### config.mk
export PLATFORM = sky130hd
export DESIGN_NAME = exmem_mem_ctrl
export DESIGN_NICKNAME = d
export VERILOG_FILES = /design/src/rtl/exmem_mem_ctrl.sv
export SDC_FILE = /design/constraint.sdc
export NUM_CORES = 1
export LEC_CHECK = 0
export BUFFER_PORTS_ARGS = -buffer_cell sky130_fd_sc_hd__buf_2
export CORE_MARGIN = 5
export CORE_UTILIZATION = 44
export CTS_CLUSTER_SIZE = 24
export DETAILED_ROUTE_END_ITERATION = 6
export PLACE_DENSITY = 0.84
export SLEW_MARGIN = 10
export SYNTH_ARGS = -nofsm -noshare
export SYNTH_HDL_FRONTEND = slang
export SYNTH_SLANG_ARGS = --single-unit
### constraint.sdc
create_clock -name clk -period 1.7 [get_ports clk]
set_input_delay 0.17 -clock clk [delete_from_list [all_inputs] [get_ports clk]]
set_output_delay 0.17 -clock clk [all_outputs]
set_load 0.01 [all_outputs]
### src/rtl/exmem_mem_ctrl.sv
// ---------------------------------------------------------------------------
// exmem_mem_ctrl
//
// EX/MEM pipeline register with an integrated data-memory access controller.
// Latches execute-stage results and control bits. Loads and stores run a
// req/done handshake with a variable-latency data memory. While an access is
// outstanding, Stall freezes the upstream stages.
//
// Optional feature macro: EXMEM_TIMEOUT_EN
//   defined   : an ACCESS that lasts TIMEOUT_CYCLES cycles with no mem_done
//               is aborted. ReadData_tomw is zeroed and Err_tomw is set
//               (sticky until reset).
//   undefined : no counter is built; ACCESS waits for mem_done indefinitely
//               and Err_tomw is tied to 0.
//
// Ports
//   clk, rst                 clock, synchronous active-low reset
//   en, flush                advance enable / load-a-bubble request
//   ALUResult, WriteData,
//   PCInc, instructin,
//   WriteReg                 execute-stage data
//   DMemEn, DMemWrite,
//   DMemDump, MemtoReg,
//   PCtoReg, RegWrite, Halt  execute-stage control
//   mem_done, mem_rdata      memory completion strobe and read data
//   mem_req, mem_wr,
//   mem_addr, mem_wdata,
//   mem_dump                 memory request side
//   Stall                    high while an access is outstanding
//   *_tomw, instructout      stage outputs towards MEM/WB
//   Err_tomw                 sticky access-timeout flag
// ---------------------------------------------------------------------------
module exmem_mem_ctrl #(
  parameter int unsigned TIMEOUT_CYCLES = 255
) (
  input  logic        clk,
  input  logic        rst,
  input  logic        en,
  input  logic        flush,
  input  logic [15:0] ALUResult,
  input  logic [15:0] WriteData,
  input  logic [15:0] PCInc,
  input  logic [15:0] instructin,
  input  logic [2:0]  WriteReg,
  input  logic        DMemEn,
  input  logic        DMemWrite,
  input  logic        DMemDump,
  input  logic        MemtoReg,
  input  logic        PCtoReg,
  input  logic        RegWrite,
  input  logic        Halt,
  input  logic        mem_done,
  input  logic [15:0] mem_rdata,
  output logic        mem_req,
  output logic        mem_wr,
  output logic [15:0] mem_addr,
  output logic [15:0] mem_wdata,
  output logic        mem_dump,
  output logic        Stall,
  output logic [15:0] ALUResult_tomw,
  output logic [15:0] ReadData_tomw,
  output logic [15:0] PCInc_tomw,
  output logic [15:0] instructout,
  output logic [2:0]  WriteReg_tomw,
  output logic        MemtoReg_tomw,
  output logic        PCtoReg_tomw,
  output logic        RegWrite_tomw,
  output logic        Halt_tomw,
  output logic        Err_tomw
);

  localparam logic [15:0] NOP_INSTR = 16'h0800;
  localparam logic [7:0]  LP_TO     = TIMEOUT_CYCLES[7:0];

  typedef enum logic {S_IDLE, S_ACCESS} state_t;

  state_t      r_state;
  state_t      w_state_next;
  logic        w_latch;
  logic        w_access_end;
  logic        w_timeout;
  logic        w_capture;

  logic        r_valid;
  logic [15:0] r_alu;
  logic [15:0] r_wdata;
  logic [15:0] r_pcinc;
  logic [15:0] r_instr;
  logic [2:0]  r_wreg;
  logic        r_dmemwrite;
  logic        r_memtoreg;
  logic        r_pctoreg;
  logic        r_regwrite;
  logic        r_halt;
  logic        r_dump;
  logic [15:0] r_rdata;

`ifdef EXMEM_TIMEOUT_EN
  logic [7:0]  r_cnt;
  logic        r_err;

  // r_cnt holds the number of ACCESS cycles already completed, so a match
  // against LP_TO-1 fires at the end of the LP_TO-th ACCESS cycle.
  assign w_timeout = (r_state == S_ACCESS) & ~mem_done & (r_cnt == LP_TO - 8'd1);

  always_ff @(posedge clk) begin
    if (!rst) begin
      r_cnt <= 8'd0;
      r_err <= 1'b0;
    end else begin
      // Held at zero outside ACCESS and on any exit edge, which also covers
      // the back-to-back re-entry case.
      if (r_state != S_ACCESS || w_access_end) r_cnt <= 8'd0;
      else                                     r_cnt <= r_cnt + 8'd1;
      if (w_timeout) r_err <= 1'b1;
    end
  end

  assign Err_tomw = r_err;
`else
  logic w_unused_to;
  assign w_unused_to = ^LP_TO;
  assign w_timeout   = 1'b0;
  assign Err_tomw    = 1'b0;
`endif

  assign w_access_end = mem_done | w_timeout;
  // Stores leave ReadData_tomw untouched on completion.
  assign w_capture    = (r_state == S_ACCESS) & mem_done & ~r_dmemwrite;

  // Next state / latch decision. The completion edge of an access doubles as
  // a latch edge so back-to-back accesses keep mem_req high.
  always_comb begin
    w_state_next = r_state;
    w_latch      = 1'b0;
    case (r_state)
      S_IDLE: begin
        if (en) begin
          w_latch = 1'b1;
          if (!flush && DMemEn) w_state_next = S_ACCESS;
        end
      end
      S_ACCESS: begin
        if (w_access_end) begin
          w_state_next = S_IDLE;
          if (en) begin
            w_latch = 1'b1;
            if (!flush && DMemEn) w_state_next = S_ACCESS;
          end
        end
      end
      default: w_state_next = S_IDLE;
    endcase
  end

  always_ff @(posedge clk) begin
    if (!rst) begin
      r_state     <= S_IDLE;
      r_valid     <= 1'b0;
      r_alu       <= 16'h0000;
      r_wdata     <= 16'h0000;
      r_pcinc     <= 16'h0000;
      r_instr     <= NOP_INSTR;
      r_wreg      <= 3'd0;
      r_dmemwrite <= 1'b0;
      r_memtoreg  <= 1'b0;
      r_pctoreg   <= 1'b0;
      r_regwrite  <= 1'b0;
      r_halt      <= 1'b0;
      r_dump      <= 1'b0;
      r_rdata     <= 16'h0000;
    end else begin
      r_state <= w_state_next;
      r_dump  <= 1'b0;
      if (w_latch) begin
        if (flush) begin
          r_valid     <= 1'b0;
          r_alu       <= 16'h0000;
          r_wdata     <= 16'h0000;
          r_pcinc     <= 16'h0000;
          r_instr     <= NOP_INSTR;
          r_wreg      <= 3'd0;
          r_dmemwrite <= 1'b0;
          r_memtoreg  <= 1'b0;
          r_pctoreg   <= 1'b0;
          r_regwrite  <= 1'b0;
          r_halt      <= 1'b0;
        end else begin
          r_valid     <= 1'b1;
          r_alu       <= ALUResult;
          r_wdata     <= WriteData;
          r_pcinc     <= PCInc;
          r_instr     <= instructin;
          r_wreg      <= WriteReg;
          r_dmemwrite <= DMemWrite;
          r_memtoreg  <= MemtoReg;
          r_pctoreg   <= PCtoReg;
          r_regwrite  <= RegWrite;
          r_halt      <= Halt;
          r_dump      <= DMemDump;
        end
      end
      if (w_capture)      r_rdata <= mem_rdata;
      else if (w_timeout) r_rdata <= 16'h0000;
    end
  end

  assign mem_req        = (r_state == S_ACCESS);
  assign Stall          = mem_req;
  assign mem_wr         = mem_req & r_dmemwrite;
  assign mem_addr       = r_alu;
  assign mem_wdata      = r_wdata;
  assign mem_dump       = r_dump;
  assign ALUResult_tomw = r_alu;
  assign ReadData_tomw  = r_rdata;
  assign PCInc_tomw     = r_pcinc;
  assign instructout    = r_instr;
  assign WriteReg_tomw  = r_wreg;
  assign MemtoReg_tomw  = r_memtoreg;
  assign PCtoReg_tomw   = r_pctoreg;
  assign RegWrite_tomw  = r_regwrite & r_valid;
  assign Halt_tomw      = r_halt & r_valid;

endmodule

==> impl_metrics.py <==
metrics = {
    "global_routing": {
        "grt_use_total": 0.187,
        "grt_pass1_wl_mm": 12.9,
        "grt_max_degree": 40,
        "grt_antenna_before_repair": 0,
        "grt_pass1_vias": 2684,
        "grt_overflow": 0,
    },
    "setup_path": {
        "slowest_delay_ps": 390,
        "crit_required_ps": 1940,
        "cp_cell_sequence": "nand2b_1, and3_4, buf_4, a22o_1",
        "critical-path-top-delay-family": "flip-flops",
        "worstPathBufferInverterCount": 1,
        "cp_slowest_cell": "dfxtp_1",
        "critPathLaunchType": "register",
        "end_kind": "register",
        "critPathMaxFanout": 35,
        "crit_type": "register to register",
        "crit_arrival_ps": 1640,
    },
    "timing": {
        "period_share": 0.823,
        "drv_slew": 0,
        "hold_viol_final": 0,
        "fin_skew_ps": 10.1,
        "layout_min_cycle_time_ps": 1400,
        "setup_violations": 0,
        "setup_tns_ps": 0,
        "rsz0062_at_grt": "no",
        "fmax_mhz": 715,
    },
    "clock_tree": {
        "clock_path_buffers": 2,
        "htree_levels": 3,
        "postCtsHoldBufs": 0,
        "root_buffer": "clkbuf_8",
        "clk_pin_slew_ps": 80,
        "clock-sinks": 91,
        "cts_tree": "yes",
        "cts_buffers": 9,
        "post_cts_buffers": 0,
        "clock_latency_ps": 360,
        "cts-resized-gates": 0,
    },
    "floorplan": {
        "start_util": 0.452,
        "die_h_um": 93.3,
        "ios": 203,
        "die-area_um2": 8700,
        "die_w_um": 93.3,
        "core_um2": 6760,
        "rows": 30,
    },
    "place": {
        "dpl_cell_area_um2": 3950,
        "place_congestion": 0.725,
        "detailed_place_hpwl_mm": 6.18,
        "numPortBuffers": 201,
    },
    "finish": {
        "drive_gt1_frac": 0.500,
        "antennaDiodeCount": 0,
        "syn_to_final_growth_pct": 36.9,
        "finalNetCount": 539,
        "final_area_um2": 4180,
    },
    "logic_synthesis": {
        "syn-cell-area_um2": 3050,
        "ys_seq_area_frac": 0.597,
        "netlist.top_cell.by_area": "dfxtp_1",
        "ys.warnings.count": 0,
        "synth_cells": 267,
        "synth_ff_type": "dfxtp_1",
        "netlist_top_cells_area": "dfxtp_1 60%, a22o_1 20%, buf_4 4.4%",
        "synth_edf_count": 0,
        "async_flop_share": 0,
        "synth_nets": 362,
        "synth_top_area_share": 0.597,
        "ys_types": 21,
        "postSynthAreaPerCell_um2": 11.4,
        "synth_seq_cells": 91,
    },
    "pwr": {
        "leakagePower_uw": 0.00220,
        "worst_ir_drop_vdd_mv": 0.606,
        "powerDensity_nw_per_um2": 1020,
    },
    "drt": {
        "firstDrtPassIters": 4,
        "vias_per_cell": 5.14,
        "routed_wl_mm": 8.26,
        "dr.first_iter.drc_count": 98,
        "num_vias": 2714,
        "wire_per_inst_um": 15.6,
        "antenna_left": 0,
        "drc": 0,
    },
    "outcome": {
        "status": "finished, final reports clean",
    },
    "run": {
        "cap_violations": 0,
    },
    "min_path": {
        "hold_class": "primary input to register",
    },
}
logic make-up after synthesis:
kind of cell | Yosys count | synth area share
AOI/OAI and AO/OA | 91 | 0.240
and+or+nand+nor | 41 | 0.0656
DFF | 91 | 0.597
other | 1 | 0.00123
buffers and inverters | 43 | 0.0964
path summary, 6_finish.rpt:
path	start	endpoint	slack, ps	cells past startpoint
max reg2reg	Stall$_SDFF_PN0_	PCInc_tomw[2]$_SDFFE_PN0P_	300	4
min reg2reg	ReadData_tomw[9]$_SDFFE_PN0P_	ReadData_tomw[9]$_SDFFE_PN0P_	470	2
min	DMemDump	mem_dump$_SDFF_PP0_	20	2
max	Stall$_SDFF_PN0_	PCInc_tomw[2]$_SDFFE_PN0P_	300	4
cells in the final DEF, fill, tap and decap left out, drive strengths merged, types with 2 or more instances in the layout:
cell and count:
nand2 17, bufinv 2, and2 4, buf 207, nand3 16, o21ai 16
dfxtp 91, inv 2, a22o 71, a21boi 2, clkbuf 11, clkinv 2
state kept, by name, summed over array words and instances, names as in the netlist, 3 cells and up:
register	flops
ALUResult_tomw	16
PCInc_tomw	16
ReadData_tomw	16
instructout	16
mem_wdata	16
WriteReg_tomw	3
power breakdown:
part | switching (uW) | internal, uW | leakage (uW)
clock | 713 | 901 | 0.000115
sequential | 43.7 | 2210 | 0.000741
combinational | 202 | 213 | 0.00134
total | 959 | 3320 | 0.00220
layer usage:
| metal | vias to the layer above | track usage | wire (um) |
|---|---|---|---|
| met5 | - | 0 | 0 |
| met4 | 0 | 0.0806 | 157 |
| met3 | 15 | 0.0772 | 881 |
| met2 | 141 | 0.319 | 4070 |
| met1 | 1257 | 0.203 | 3150 |
| li1 | 1301 | - | - |
layout make-up:
class,count,area (um2)
flip-flops and latches,91,1820
repair buffers,207,1080
multi-input cells,133,947
well taps,80,100
clock buffers,11,151
clock inverters,4,73.8
inverters,2,7.51
fillers,581,2580
synth_stat cells (2+ instances only):
master and count:
a22o_1 71, and2_1 4, buf_2 10, buf_4 18, buf_6 7, clkbuf_1 5
dfxtp_1 91, inv_1 2, nand2_1 17, nand3_1 16, o21ai_0 16
stage by stage:
step	power [uW]	utilization	setup slack [ps]	hold WS, ps	std cells
after floorplan	2520	-	430	292	267
after global placement	2710	0.585	394	381	513
after detailed placement	2720	0.585	319	374	513
after CTS	4330	0.618	296	3.24	528
after global routing	4470	0.618	217	10.9	528
final	4280	0.618	302	21.2	528
worst register-to-register path, cell delays in order, from the launching register on:
cell and delay (ps):
dfxtp_1 390, nand2b_1 140, and3_4 230, buf_4 250, a22o_1 280
(Power assumes the default switching activity.)
